### src/rtl/tdm_demux8.sv
// tdm_demux8 -- serial TDM slot demultiplexer (inverse of an 8:1 selector).
// Collects eight serial slots, marked by a sync beat on slot 0, into one
// registered parallel byte o, where o[k] = slot k.
// Optional feature: define TDM_DEMUX_PARITY_EN to add a ninth even-parity
// beat per frame, the PAR state and the parity_err pulse output.
//
// Input handshake: there is no ready. The block always accepts a beat, so
// every cycle with in_valid=1 at a rising clk edge is exactly one beat. in
// and sync are meaningful only in those cycles. Cycles with in_valid=0
// change nothing.
module tdm_demux8 (
  input  logic       clk,
  input  logic       rst_n,
  input  logic       in,
  input  logic       in_valid,
  input  logic       sync,
  output logic [7:0] o,
  output logic [2:0] sel,
  output logic       busy,
  output logic       frame_done,
  output logic       sync_err
`ifdef TDM_DEMUX_PARITY_EN
  ,
  output logic       parity_err
`endif
);

`ifdef TDM_DEMUX_PARITY_EN
  typedef enum logic [1:0] {IDLE = 2'd0, RECV = 2'd1, PAR = 2'd2} state_t;
`else
  typedef enum logic [1:0] {IDLE = 2'd0, RECV = 2'd1} state_t;
`endif

  state_t     state;
  state_t     state_next;
  logic [7:0] frame_buf;

  // Beat decode results
  logic       take_sync;   // valid sync beat: slot 0 of a new frame
  logic       take_data;   // valid non-sync beat stored into slot sel
  logic       resync_err;  // sync beat arriving while a frame is open
  logic       deliver;     // complete, accepted frame loads o this edge
  logic [7:0] frame_word;  // value loaded into o on delivery
  logic [2:0] sel_after;   // sel following a stored data beat
`ifdef TDM_DEMUX_PARITY_EN
  logic       par_beat;    // valid non-sync beat in PAR
  logic       par_bad;     // parity beat does not give even parity
`endif

  // State register
  always_ff @(posedge clk or negedge rst_n) begin
    if (!rst_n) state <= IDLE;
    else        state <= state_next;
  end

  // Next-state logic; a sync beat always (re)starts a frame in RECV
  always_comb begin
    state_next = state;
    case (state)
      IDLE: begin
        if (in_valid && sync) state_next = RECV;
      end
      RECV: begin
        if (in_valid) begin
          if (sync) begin
            state_next = RECV;
          end else if (sel == 3'd7) begin
`ifdef TDM_DEMUX_PARITY_EN
            state_next = PAR;
`else
            state_next = IDLE;
`endif
          end
        end
      end
`ifdef TDM_DEMUX_PARITY_EN
      PAR: begin
        if (in_valid) state_next = sync ? RECV : IDLE;
      end
`endif
      default: state_next = IDLE;
    endcase
  end

  // Output logic: busy whenever a frame is open
  always_comb begin
    busy = (state != IDLE);
  end

  // Beat decode: classify the current beat for the datapath
  always_comb begin
    take_sync  = in_valid && sync;
    resync_err = in_valid && sync && (state != IDLE);
    take_data  = in_valid && !sync && (state == RECV);
`ifdef TDM_DEMUX_PARITY_EN
    // slot 7 parks sel at 7 until the parity beat closes the frame
    sel_after  = (sel == 3'd7) ? 3'd7 : sel + 3'd1;
    par_beat   = in_valid && !sync && (state == PAR);
    par_bad    = par_beat && (in != ^frame_buf);
    deliver    = par_beat && (in == ^frame_buf);
    frame_word = frame_buf;
`else
    sel_after  = (sel == 3'd7) ? 3'd0 : sel + 3'd1;
    // slot 7 bypasses the buffer so o holds the whole frame at the same edge
    deliver    = take_data && (sel == 3'd7);
    frame_word = {in, frame_buf[6:0]};
`endif
  end

  // Datapath: slot buffer, slot index, parallel output and status pulses
  always_ff @(posedge clk or negedge rst_n) begin
    if (!rst_n) begin
      frame_buf  <= 8'h00;
      o          <= 8'h00;
      sel        <= 3'd0;
      frame_done <= 1'b0;
      sync_err   <= 1'b0;
`ifdef TDM_DEMUX_PARITY_EN
      parity_err <= 1'b0;
`endif
    end else begin
      frame_done <= deliver;
      sync_err   <= resync_err;
`ifdef TDM_DEMUX_PARITY_EN
      parity_err <= par_bad;
`endif
      if (deliver) o <= frame_word;
      if (take_sync) begin
        // stale slots of a discarded frame get overwritten before delivery
        frame_buf[0] <= in;
        sel          <= 3'd1;
      end else if (take_data) begin
        frame_buf[sel] <= in;
        sel            <= sel_after;
      end
`ifdef TDM_DEMUX_PARITY_EN
      else if (par_beat) begin
        sel <= 3'd0;
      end
`endif
    end
  end

endmodule

### config.mk
export PLATFORM = sky130hd
export DESIGN_NAME = tdm_demux8
export DESIGN_NICKNAME = d
export VERILOG_FILES = /design/src/rtl/tdm_demux8.sv
export SDC_FILE = /design/constraint.sdc
export NUM_CORES = 1
export LEC_CHECK = 0
export CAP_MARGIN = 20
export CORE_MARGIN = 8
export CORE_UTILIZATION = 53
export DETAILED_ROUTE_END_ITERATION = 12
export DONT_BUFFER_PORTS = 1
export PLACE_DENSITY_LB_ADDON = 0.25
export SYNTH_ARGS = -nofsm -noshare
export SYNTH_HDL_FRONTEND = slang
export SYNTH_SLANG_ARGS = --single-unit
### constraint.sdc
create_clock -name clk -period 1.45 [get_ports clk]
set_input_delay 0.145 -clock clk [delete_from_list [all_inputs] [get_ports clk]]
set_output_delay 0.145 -clock clk [all_outputs]
set_load 0.05 [all_outputs]
==> results of run 1 <==
logic make-up after synthesis:
group	after synthesis	synth area share, %
flip-flops	21	57.5
AND/OR/NAND/NOR	18	13.5
multiplexers	15	18.5
AO/OA/AOI/OAI	7	5.20
buffers and inverters	5	2.60
adder cells (fa/ha/maj)	2	2.74
layout make-up:
class | instances | area [sq um]
flip-flops and latches | 21 | 531
fillers | 134 | 494
multi-input cells | 43 | 430
repair buffers | 19 | 155
clock buffers | 3 | 22.5
well taps | 17 | 21.3
inverters | 3 | 11.3
clock inverters | 1 | 5.00
worst max-delay path, cell delays in order (launching register included):
cell and delay [ns]:
sky130_fd_sc_hd__dfrtp_2 0.47, sky130_fd_sc_hd__ha_4 0.18, sky130_fd_sc_hd__ha_4 0.18, sky130_fd_sc_hd__nand4b_2 0.15, sky130_fd_sc_hd__mux2_2 0.35
metrics by stage:
step / instance area (sq um) / hold slack, ns
2_1_floorplan: 948 / -0.151
3_3_place_gp: 1060 / -0.150
5_1_grt: 1180 / 0.0174
3_5_place_dp: 1060 / -0.150
4_1_cts: 1130 / 0.00221
6_report: 1180 / 0.0204
flip-flops by register name, indices dropped and copies added, names as in the netlist:
name / flops
o: 8
sync_err: 1
sel: 3
state: 1
frame_buf: 7
frame_done: 1
metal layers:
metal | vias up | GRT usage (%) | routed length (um)
met3 | 4 | 4.48 | 105
li1 | 295 | - | -
met2 | 15 | 15.4 | 866
met5 | - | 0 | 0
met4 | 0 | 6.43 | 27
met1 | 314 | 15.0 | 914
where the power goes:
group | internal, uW | total, uW | leakage [uW] | switching, uW
combinational | 263 | 628 | 0.000285 | 365
clock | 103 | 280 | 0.0000177 | 177
sequential | 726 | 835 | 0.000268 | 109
total | 1090 | 1740 | 0.000571 | 651
timing repair:
action	CTS	global route
gates resized for setup	0	6
hold endpoints to repair	34	1
hold buffers	4	1
endpoints found under the setup margin	0	9
worst paths after layout:
kind	endpoint	slack (ns)	cells past startpoint
worst max-delay path	o[3]$_DFFE_PN0P_	0.04	4
min in group asynchronous	sync_err$_DFF_PN0_	0.41	1
worst max register to register	o[3]$_DFFE_PN0P_	0.04	4
max in group asynchronous	sel[2]$_DFFE_PN0P_	0.41	1
worst min-delay path	state[0]$_DFFE_PN0P_	0.02	2
worst min register to register	o[3]$_DFFE_PN0P_	0.51	1
placed cells by master (no fill, tap or decap), drive strengths merged:
master,Yosys,layout
and3,1,1
clkinv,0,1
nand4b,2,3
o21ai,2,2
nor3b,1,1
inv,3,3
nand2,4,4
and4bb,1,1
dfrtp,21,21
mux2,15,15
o21a,2,2
buf,2,14
nand3,5,5
nor4b,1,1
ha,2,2
o22ai,2,2
a22o,1,1
clkbuf,0,3
nor3,3,3
dlygate4sd3,0,5
==> impl_metrics.xml, run 1 <==
<?xml version="1.0" encoding="UTF-8"?>
<metrics>
  <group name="status">
    <metric name="status" unit="">complete, no violations</metric>
  </group>
  <group name="synth">
    <metric name="synth_top_area_share" unit="%">57.5</metric>
    <metric name="ys_async_sr_fraction" unit="%">100</metric>
    <metric name="synth_top_cells_by_count" unit="">sky130_fd_sc_hd__dfrtp_1, sky130_fd_sc_hd__mux2_2, sky130_fd_sc_hd__nand3_1</metric>
    <metric name="synth_fp_nets" unit="">75</metric>
    <metric name="post-synth-top-count-cell" unit="">sky130_fd_sc_hd__dfrtp_1</metric>
    <metric name="synth_edf_count" unit="">0</metric>
    <metric name="yosys.cell_types.count" unit="">20</metric>
    <metric name="synth.yosys.seq_area_share" unit="%">57.5</metric>
    <metric name="synth.ff_latch_count" unit="">21</metric>
    <metric name="yosys_warnings" unit="">0</metric>
    <metric name="synth_cells" unit="">68</metric>
    <metric name="syn_area_per_cell" unit="sq um">13.5</metric>
    <metric name="syn-cell-area" unit="sq um">915</metric>
    <metric name="ys_dominant_reg_cell" unit="">sky130_fd_sc_hd__dfrtp_1</metric>
    <metric name="post-synth-top-area-cell" unit="">sky130_fd_sc_hd__dfrtp_1</metric>
    <metric name="synth_area_leaders" unit="">sky130_fd_sc_hd__dfrtp_1, sky130_fd_sc_hd__mux2_2, sky130_fd_sc_hd__mux2_1</metric>
  </group>
  <group name="detailed_routing">
    <metric name="drt_iter0_drc" unit="">9</metric>
    <metric name="postRouteAntennaNets" unit="">0</metric>
    <metric name="route.final.wire_length" unit="mm">1.91</metric>
    <metric name="avgRoutedWirePerCell" unit="um">17.9</metric>
    <metric name="via_per_inst" unit="">5.87</metric>
    <metric name="drc_errors" unit="">0</metric>
    <metric name="firstDrtPassIters" unit="">4</metric>
    <metric name="routed-via-count" unit="">628</metric>
  </group>
  <group name="timing">
    <metric name="timing.final.hold_violations" unit="">0</metric>
    <metric name="final.min_clock_period" unit="ns">1.41</metric>
    <metric name="rsz0062_at_grt" unit="">yes</metric>
    <metric name="fmax" unit="GHz">0.708</metric>
    <metric name="tns" unit="ns">0</metric>
    <metric name="final.setup_skew" unit="ns">0.0119</metric>
    <metric name="final_min_period_over_clock_period" unit="%">97.4</metric>
    <metric name="layout_setup_ws" unit="ns">0.0372</metric>
    <metric name="report.final.slew_viol_count" unit="">0</metric>
    <metric name="setup_viol" unit="">0</metric>
    <metric name="worst_slew_margin_rel" unit="%">37.9</metric>
    <metric name="worst_slew_pin_slew" unit="ns">0.928</metric>
  </group>
  <group name="global_route">
    <metric name="grt_start_max_net_pins" unit="">22</metric>
    <metric name="grt_first_pass_wirelength" unit="mm">2.85</metric>
    <metric name="overflow" unit="">0</metric>
    <metric name="global_route.usage.total" unit="%">11.4</metric>
    <metric name="grt_antenna_before_repair" unit="">0</metric>
    <metric name="number_of_global_route_vias_before_repair" unit="">592</metric>
  </group>
  <group name="finish">
    <metric name="final_nets" unit="">98</metric>
    <metric name="n_antenna_cell" unit="">0</metric>
    <metric name="final_core_util" unit="%">70.4</metric>
    <metric name="drive_above_1_share" unit="%">45.6</metric>
    <metric name="finalNonFillerCells" unit="">107</metric>
    <metric name="area_growth_syn_to_layout" unit="%">28.6</metric>
  </group>
  <group name="setup_path">
    <metric name="cp-startpoint" unit="">sel[0]$_DFFE_PN0P_</metric>
    <metric name="critical_path.startpoint_type" unit="">flop</metric>
    <metric name="critPathKind" unit="">flop to flop</metric>
    <metric name="timing.critical_path.required" unit="ns">1.66</metric>
    <metric name="critical_path_arrival" unit="ns">1.62</metric>
    <metric name="worst_r2r_startpoint" unit="">sel[0]$_DFFE_PN0P_</metric>
    <metric name="endpoint_class_of_the_critical_path" unit="">flop</metric>
    <metric name="path_max_fanout" unit="">5</metric>
  </group>
  <group name="clock_network">
    <metric name="clock_sink_count" unit="">21</metric>
    <metric name="cts_setup_buffers" unit="">0</metric>
    <metric name="cts.clk_slew.worst_paths" unit="ns">0.12</metric>
    <metric name="numCtsBuffers" unit="">3</metric>
    <metric name="max-clock-path-buffers" unit="">2</metric>
    <metric name="htree_levels" unit="">1</metric>
    <metric name="cts-root-buf" unit="">sky130_fd_sc_hd__clkbuf_4</metric>
    <metric name="cts_tree" unit="">built</metric>
    <metric name="worst_skew_pair.late_latency" unit="ns">0.31</metric>
  </group>
  <group name="placement">
    <metric name="place.detailed.hpwl" unit="mm">1.22</metric>
    <metric name="numPortBuffers" unit="">0</metric>
    <metric name="placed_cells" unit="">97</metric>
    <metric name="finalWeightedCongestion" unit="">0.765</metric>
    <metric name="post-place-ws" unit="ns">0.0547</metric>
  </group>
  <group name="die">
    <metric name="die_outline_area" unit="sq um">3310</metric>
    <metric name="core_area" unit="sq um">1670</metric>
    <metric name="dieWidth" unit="um">57.5</metric>
    <metric name="io-pin-count" unit="">19</metric>
    <metric name="std_cell_rows" unit="">15</metric>
    <metric name="floorplan.die.height" unit="um">57.5</metric>
    <metric name="floorplan.initialDensity" unit="%">54.8</metric>
  </group>
  <group name="power_and_ir_drop">
    <metric name="total_power" unit="uW">1740</metric>
    <metric name="power.ir.vdd_worst" unit="mV">0.908</metric>
    <metric name="p_per_cell_area" unit="nW/um^2">1480</metric>
    <metric name="static-leakage-power" unit="uW">0.000571</metric>
  </group>
  <group name="worst_hold_path">
    <metric name="hold_class" unit="">primary input to flop</metric>
    <metric name="min-delay-start" unit="">in_valid</metric>
  </group>
  <group name="run">
    <metric name="drv.max_cap_violation_count" unit="">0</metric>
  </group>
</metrics>
No activity file was read; power rests on OpenSTA's default activity.
==> run 2: changes to the inputs <==
Settings changed: CAP_MARGIN 20 to 5, HOLD_SLACK_MARGIN set to 0.02.
==> run 2 against run 1 <==
Against the previous run:
- routed wire length shrank 1.3%
- cell count shrank 0.93%
- hold slack gained 0.020 ns
- combinational power is essentially flat
- sequential share of layout area grew 0.39 points
- clock-buffer cell count is the same
- clock skew shrank 0.0022 ns
- critical path depth is the same
- register-to-register slack is essentially flat
- critical path type unchanged
==> impl_metrics.xml, run 2 (same netlist as run 1, synthesis figures left out) <==
<?xml version="1.0" encoding="UTF-8"?>
<metrics>
  <group name="placement">
    <metric name="placement.cell_area" unit="sq um">1060</metric>
    <metric name="numPortBuffers" unit="">0</metric>
    <metric name="placed_cells" unit="">97</metric>
    <metric name="finalWeightedCongestion" unit="">0.765</metric>
    <metric name="place.detailed.hpwl" unit="mm">1.22</metric>
  </group>
  <group name="clock_network">
    <metric name="clock_sink_count" unit="">21</metric>
    <metric name="cts-root-buf" unit="">sky130_fd_sc_hd__clkbuf_4</metric>
    <metric name="numCtsBuffers" unit="">3</metric>
    <metric name="cts_tree" unit="">built</metric>
    <metric name="worst_skew_pair.late_latency" unit="ns">0.31</metric>
    <metric name="cts.clk_slew.worst_paths" unit="ns">0.12</metric>
    <metric name="htree_levels" unit="">1</metric>
    <metric name="cts_setup_buffers" unit="">0</metric>
    <metric name="max-clock-path-buffers" unit="">2</metric>
  </group>
  <group name="detailed_routing">
    <metric name="route.final.wire_length" unit="mm">1.89</metric>
    <metric name="drc_errors" unit="">0</metric>
    <metric name="avgRoutedWirePerCell" unit="um">17.8</metric>
    <metric name="routed-via-count" unit="">629</metric>
    <metric name="drt_iter0_drc" unit="">11</metric>
    <metric name="via_per_inst" unit="">5.93</metric>
    <metric name="postRouteAntennaNets" unit="">0</metric>
    <metric name="firstDrtPassIters" unit="">4</metric>
  </group>
  <group name="power_and_ir_drop">
    <metric name="static-leakage-power" unit="uW">0.000567</metric>
    <metric name="power.ir.vdd_worst" unit="mV">0.908</metric>
    <metric name="p_per_cell_area" unit="nW/um^2">1490</metric>
  </group>
  <group name="finish">
    <metric name="finish.instance_area" unit="sq um">1170</metric>
    <metric name="biggest_regs" unit="">o (8), frame_buf (7), sel (3)</metric>
    <metric name="number_of_fill_cells_in_the_layout" unit="">134</metric>
    <metric name="n_antenna_cell" unit="">0</metric>
    <metric name="register_ranked_first_by_flip_flop_count" unit="">o</metric>
    <metric name="final_nets" unit="">97</metric>
    <metric name="drive_above_1_share" unit="%">46.1</metric>
    <metric name="layout.cells.most_common" unit="">sky130_fd_sc_hd__dfrtp_1</metric>
    <metric name="number_of_flip_flops_under_the_largest_register_name" unit="">8</metric>
    <metric name="finalNonFillerCells" unit="">106</metric>
    <metric name="area_growth_syn_to_layout" unit="%">27.5</metric>
    <metric name="most-common-layout-cells" unit="">sky130_fd_sc_hd__dfrtp_1, sky130_fd_sc_hd__buf_4, sky130_fd_sc_hd__mux2_2, sky130_fd_sc_hd__mux2_4, sky130_fd_sc_hd__nand3_1</metric>
  </group>
  <group name="setup_path">
    <metric name="timing.critical_path.required" unit="ns">1.66</metric>
    <metric name="path_max_fanout" unit="">5</metric>
    <metric name="cp-startpoint" unit="">sel[0]$_DFFE_PN0P_</metric>
    <metric name="critPathKind" unit="">flop to flop</metric>
    <metric name="critical_path_arrival" unit="ns">1.62</metric>
    <metric name="worst_r2r_startpoint" unit="">sel[0]$_DFFE_PN0P_</metric>
    <metric name="critical_path.startpoint_type" unit="">flop</metric>
    <metric name="endpoint_class_of_the_critical_path" unit="">flop</metric>
    <metric name="reg2reg_slack" unit="ns">0.04</metric>
    <metric name="capture_point_of_the_worst_reg_to_reg_path" unit="">o[3]$_DFFE_PN0P_</metric>
    <metric name="crit_path_to" unit="">o[3]$_DFFE_PN0P_</metric>
    <metric name="worstRegToRegCells" unit="">4</metric>
  </group>
  <group name="global_route">
    <metric name="grt_first_pass_wirelength" unit="mm">2.83</metric>
    <metric name="overflow" unit="">0</metric>
    <metric name="grt_start_max_net_pins" unit="">22</metric>
    <metric name="number_of_global_route_vias_before_repair" unit="">589</metric>
    <metric name="global_route.usage.total" unit="%">11.4</metric>
    <metric name="grt_antenna_before_repair" unit="">0</metric>
  </group>
  <group name="status">
    <metric name="status" unit="">complete, no violations</metric>
  </group>
  <group name="timing">
    <metric name="tns" unit="ns">0</metric>
    <metric name="final.min_clock_period" unit="ns">1.41</metric>
    <metric name="worst_slew_margin_rel" unit="%">38.1</metric>
    <metric name="rsz0062_at_grt" unit="">yes</metric>
    <metric name="report.final.slew_viol_count" unit="">0</metric>
    <metric name="final.setup_skew" unit="ns">0.00974</metric>
    <metric name="timing.final.hold_violations" unit="">0</metric>
    <metric name="worst_hold_slack" unit="ns">0.0404</metric>
    <metric name="fmax" unit="GHz">0.707</metric>
    <metric name="final_min_period_over_clock_period" unit="%">97.5</metric>
    <metric name="setup_viol" unit="">0</metric>
    <metric name="worst_slew_pin_slew" unit="ns">0.926</metric>
  </group>
  <group name="die">
    <metric name="die_outline_area" unit="sq um">3310</metric>
    <metric name="dieWidth" unit="um">57.5</metric>
    <metric name="std_cell_rows" unit="">15</metric>
    <metric name="core_area" unit="sq um">1670</metric>
    <metric name="floorplan.initialDensity" unit="%">54.8</metric>
    <metric name="io-pin-count" unit="">19</metric>
    <metric name="floorplan.die.height" unit="um">57.5</metric>
  </group>
  <group name="worst_hold_path">
    <metric name="hold_class" unit="">primary input to flop</metric>
  </group>
  <group name="run">
    <metric name="drv.max_cap_violation_count" unit="">0</metric>
  </group>
</metrics>
[run 2: changes by cell type in the layout (fill, tap and decap cells not counted)]
cell                            change
sky130_fd_sc_hd__dlygate4sd3_1      -1
[run 2: per-stage QoR]
stage	total power [uW]	setup WS, ns	util (%)
4_1_cts	1730	0.0243	67.4
2_1_floorplan	1250	-0.0508	-
3_5_place_dp	1420	0.0547	63.4
3_3_place_gp	1400	0.0755	63.4
5_1_grt	1830	-0.0180	69.8
6_report	1740	0.0356	69.8
[run 2: where the power goes]
part	internal (uW)	switching, uW	leakage (uW)
Sequential	726	108	0.000268
Combinational	261	364	0.000281
Clock	103	175	0.0000177
[run 2: worst min-delay path by stage]
stage | start | endpoint | depth (start not counted)
3_3_place_gp | rst_n | o[0]$_DFFE_PN0P_ | 0
3_5_place_dp | rst_n | sync_err$_DFF_PN0_ | 0
4_1_cts | in_valid | frame_done$_DFF_PN0_ | 2
6_report | in_valid | frame_done$_DFF_PN0_ | 2
2_1_floorplan | rst_n | frame_buf[0]$_DFFE_PN0P_ | 0
5_1_grt | in_valid | frame_done$_DFF_PN0_ | 2
[run 2: cell type report]
| type | count | area, sq um | share of cell area, % |
|---|---|---|---|
| repair buffers | 18 | 145 | 12.4 |
| inverters | 3 | 11.3 | 0.966 |
| well taps | 17 | 21.3 | 1.82 |
| multi-input cells | 43 | 430 | 36.9 |
| clock inverters | 1 | 5.00 | 0.429 |
| clock buffers | 3 | 22.5 | 1.93 |
| flip-flops and latches | 21 | 531 | 45.5 |
[run 2: layer usage]
layer | part of all wire, % | track usage [%]
met5 | 0 | 0
met4 | 1.4 | 6.43
met3 | 5.2 | 4.48
met2 | 45 | 15.8
met1 | 48 | 14.6
[run 2: what timing repair did]
item,CTS,global route
endpoints found under the setup margin,0,9
hold buffers,4,0
resized for setup,0,6
hold endpoints to repair,34,0
[run 2: worst max-delay path, stage by stage, from the launching register on]
cell and delay [ns]:
sky130_fd_sc_hd__dfrtp_2 0.47, sky130_fd_sc_hd__ha_4 0.18, sky130_fd_sc_hd__ha_4 0.18, sky130_fd_sc_hd__nand4b_2 0.15, sky130_fd_sc_hd__mux2_2 0.35
==> run 3: changes to the inputs <==
Settings changed: CORE_MARGIN 8 to 4, CTS_BUF_LIST set to sky130_fd_sc_hd__clkbuf_16.
==> run 3 against run 2 <==
Against the previous run:
- hold slack worse by 0.018 ns
- register-to-register slack about the same
- design area up 1.4%
- critical path depth unchanged
- utilization up 5.2 points
- global-route usage up 5.7 points
- critical endpoint is now o[5]$_DFFE_PN0P_
- highest routed layer unchanged
==> impl_metrics.xml, run 3 (same netlist as run 1, synthesis figures left out) <==
<?xml version="1.0" encoding="UTF-8"?>
<metrics>
  <group name="finish">
    <metric name="number_of_flip_flops_under_the_largest_register_name" unit="">8</metric>
    <metric name="biggest_regs" unit="">o (8), frame_buf (7), sel (3)</metric>
    <metric name="n_antenna_cell" unit="">0</metric>
    <metric name="final_nets" unit="">96</metric>
    <metric name="layout.cells.most_common" unit="">sky130_fd_sc_hd__dfrtp_1</metric>
    <metric name="register_ranked_first_by_flip_flop_count" unit="">o</metric>
    <metric name="drive_above_1_share" unit="%">45.5</metric>
    <metric name="finalNonFillerCells" unit="">104</metric>
    <metric name="most-common-layout-cells" unit="">sky130_fd_sc_hd__dfrtp_1, sky130_fd_sc_hd__buf_4, sky130_fd_sc_hd__mux2_2, sky130_fd_sc_hd__nand3_1</metric>
    <metric name="area_growth_syn_to_layout" unit="%">29.3</metric>
  </group>
  <group name="detailed_routing">
    <metric name="firstDrtPassIters" unit="">3</metric>
    <metric name="route.final.wire_length" unit="mm">2.04</metric>
    <metric name="routed-via-count" unit="">618</metric>
    <metric name="drc_errors" unit="">0</metric>
    <metric name="via_per_inst" unit="">5.94</metric>
    <metric name="postRouteAntennaNets" unit="">0</metric>
    <metric name="drt_iter0_drc" unit="">4</metric>
    <metric name="avgRoutedWirePerCell" unit="um">19.6</metric>
  </group>
  <group name="die">
    <metric name="dieWidth" unit="um">49.5</metric>
    <metric name="floorplan.initialDensity" unit="%">58.0</metric>
    <metric name="floorplan.die.height" unit="um">49.5</metric>
    <metric name="io-pin-count" unit="">19</metric>
    <metric name="std_cell_rows" unit="">14</metric>
    <metric name="core_area" unit="sq um">1580</metric>
    <metric name="die_outline_area" unit="sq um">2450</metric>
  </group>
  <group name="placement">
    <metric name="post-place-ws" unit="ns">0.0362</metric>
    <metric name="numPortBuffers" unit="">0</metric>
    <metric name="placed_cells" unit="">96</metric>
    <metric name="place.detailed.hpwl" unit="mm">1.19</metric>
    <metric name="finalWeightedCongestion" unit="">0.831</metric>
  </group>
  <group name="clock_network">
    <metric name="worst_skew_pair.late_latency" unit="ns">0.25</metric>
    <metric name="htree_levels" unit="">1</metric>
    <metric name="post_cts_gate_resize_count" unit="">0</metric>
    <metric name="cts_setup_buffers" unit="">0</metric>
    <metric name="cts.clk_slew.worst_paths" unit="ns">0.06</metric>
    <metric name="cts_tree" unit="">built</metric>
    <metric name="max-clock-path-buffers" unit="">2</metric>
    <metric name="cts-root-buf" unit="">sky130_fd_sc_hd__clkbuf_16</metric>
    <metric name="numCtsBuffers" unit="">3</metric>
    <metric name="clock_sink_count" unit="">21</metric>
  </group>
  <group name="setup_path">
    <metric name="critical_path_arrival" unit="ns">1.56</metric>
    <metric name="critical_path.startpoint_type" unit="">flop</metric>
    <metric name="endpoint_class_of_the_critical_path" unit="">flop</metric>
    <metric name="worst_path_dominant_cell_family" unit="">flip-flops</metric>
    <metric name="worst_r2r_startpoint" unit="">sel[1]$_DFFE_PN0P_</metric>
    <metric name="count_of_buffering_cells_on_the_critical_path_with_inverters_included" unit="">0</metric>
    <metric name="cp-startpoint" unit="">sel[1]$_DFFE_PN0P_</metric>
    <metric name="critPathKind" unit="">flop to flop</metric>
    <metric name="path_max_fanout" unit="">5</metric>
    <metric name="cpMostUsedCell" unit="">sky130_fd_sc_hd__ha_4</metric>
    <metric name="timing.critical_path.required" unit="ns">1.59</metric>
    <metric name="path_cells" unit="">ha_4 &gt; ha_4 &gt; nand4b_4 &gt; mux2_2</metric>
    <metric name="cpMaxStageDelayCell" unit="">sky130_fd_sc_hd__dfrtp_2</metric>
    <metric name="critPathMaxStageDelay" unit="ns">0.45</metric>
  </group>
  <group name="worst_hold_path">
    <metric name="min-delay-start" unit="">in</metric>
    <metric name="hold_class" unit="">primary input to flop</metric>
  </group>
  <group name="timing">
    <metric name="final.setup_skew" unit="ns">0.00175</metric>
    <metric name="setup_viol" unit="">0</metric>
    <metric name="timing.final.hold_violations" unit="">0</metric>
    <metric name="worst_slew_margin_rel" unit="%">39.6</metric>
    <metric name="fmax" unit="GHz">0.700</metric>
    <metric name="tns" unit="ns">0</metric>
    <metric name="final.min_clock_period" unit="ns">1.43</metric>
    <metric name="worst_slew_pin_slew" unit="ns">0.903</metric>
    <metric name="report.final.slew_viol_count" unit="">0</metric>
    <metric name="layout_setup_ws" unit="ns">0.0209</metric>
    <metric name="final_min_period_over_clock_period" unit="%">98.6</metric>
  </group>
  <group name="global_route">
    <metric name="number_of_global_route_vias_before_repair" unit="">638</metric>
    <metric name="grt_antenna_before_repair" unit="">0</metric>
    <metric name="overflow" unit="">0</metric>
    <metric name="grt_first_pass_wirelength" unit="mm">3.03</metric>
    <metric name="global_route.usage.total" unit="%">17.1</metric>
    <metric name="grt_start_max_net_pins" unit="">22</metric>
  </group>
  <group name="status">
    <metric name="status" unit="">complete, no violations</metric>
  </group>
  <group name="power_and_ir_drop">
    <metric name="static-leakage-power" unit="uW">0.000565</metric>
    <metric name="p_per_cell_area" unit="nW/um^2">1720</metric>
    <metric name="power.ir.vdd_worst" unit="mV">0.995</metric>
  </group>
  <group name="run">
    <metric name="drv.max_cap_violation_count" unit="">0</metric>
  </group>
</metrics>
-- run 3: cell types whose count changed in the layout (fill, tap and decap cells not counted), sizes merged --
cell / change
dlygate4sd3: -1
-- run 3: repair_timing --
item	in CTS	in global routing
hold endpoints to repair	23	0
hold buffers	3	0
setup endpoints to repair	0	4
-- run 3: final timing paths --
check                           slack, ns  depth (start not counted)                        to
worst min-delay path                 0.02                          1  frame_buf[4]$_DFFE_PN0P_
worst min register to register       0.50                          1          o[0]$_DFFE_PN0P_
min in group asynchronous            0.47                          1  frame_buf[6]$_DFFE_PN0P_
worst max-delay path                 0.02                          4          o[5]$_DFFE_PN0P_
worst max register to register       0.02                          4          o[5]$_DFFE_PN0P_
max in group asynchronous            0.37                          1        sel[0]$_DFFE_PN0P_
-- run 3: layout make-up --
class | instances | area (sq um)
sequential | 21 | 531
tap | 16 | 20.0
multi-input combinational | 43 | 405
fill | 111 | 394
inverter | 3 | 11.3
timing repair buffer | 17 | 135
clock buffer | 3 | 75.1
clock inverter | 1 | 5.00
-- run 3: metal layers --
layer  vias up  routed length (um)  global-route usage [%]
met5         -                   0                       0
met4         0                  42                    11.1
met3         6                  77                    4.22
met2        16                1010                    27.1
met1       306                 912                    20.6
li1        290                   -                       -
-- run 3: stage by stage --
stage	cell area, sq um	utilization (%)	power [uW]	hold WS [ns]
floorplan	948	-	1250	-0.151
global placement	1060	67.1	1400	-0.150
detailed placement	1060	67.1	1420	-0.150
CTS	1170	74.0	2040	0.0236
global route	1180	75.0	2120	0.0245
finish	1180	75.0	2030	0.0228
-- run 3: report_power, final --
group          internal (uW)  switching, uW
Sequential               729            120
Clock                    370            211
Combinational            240            359
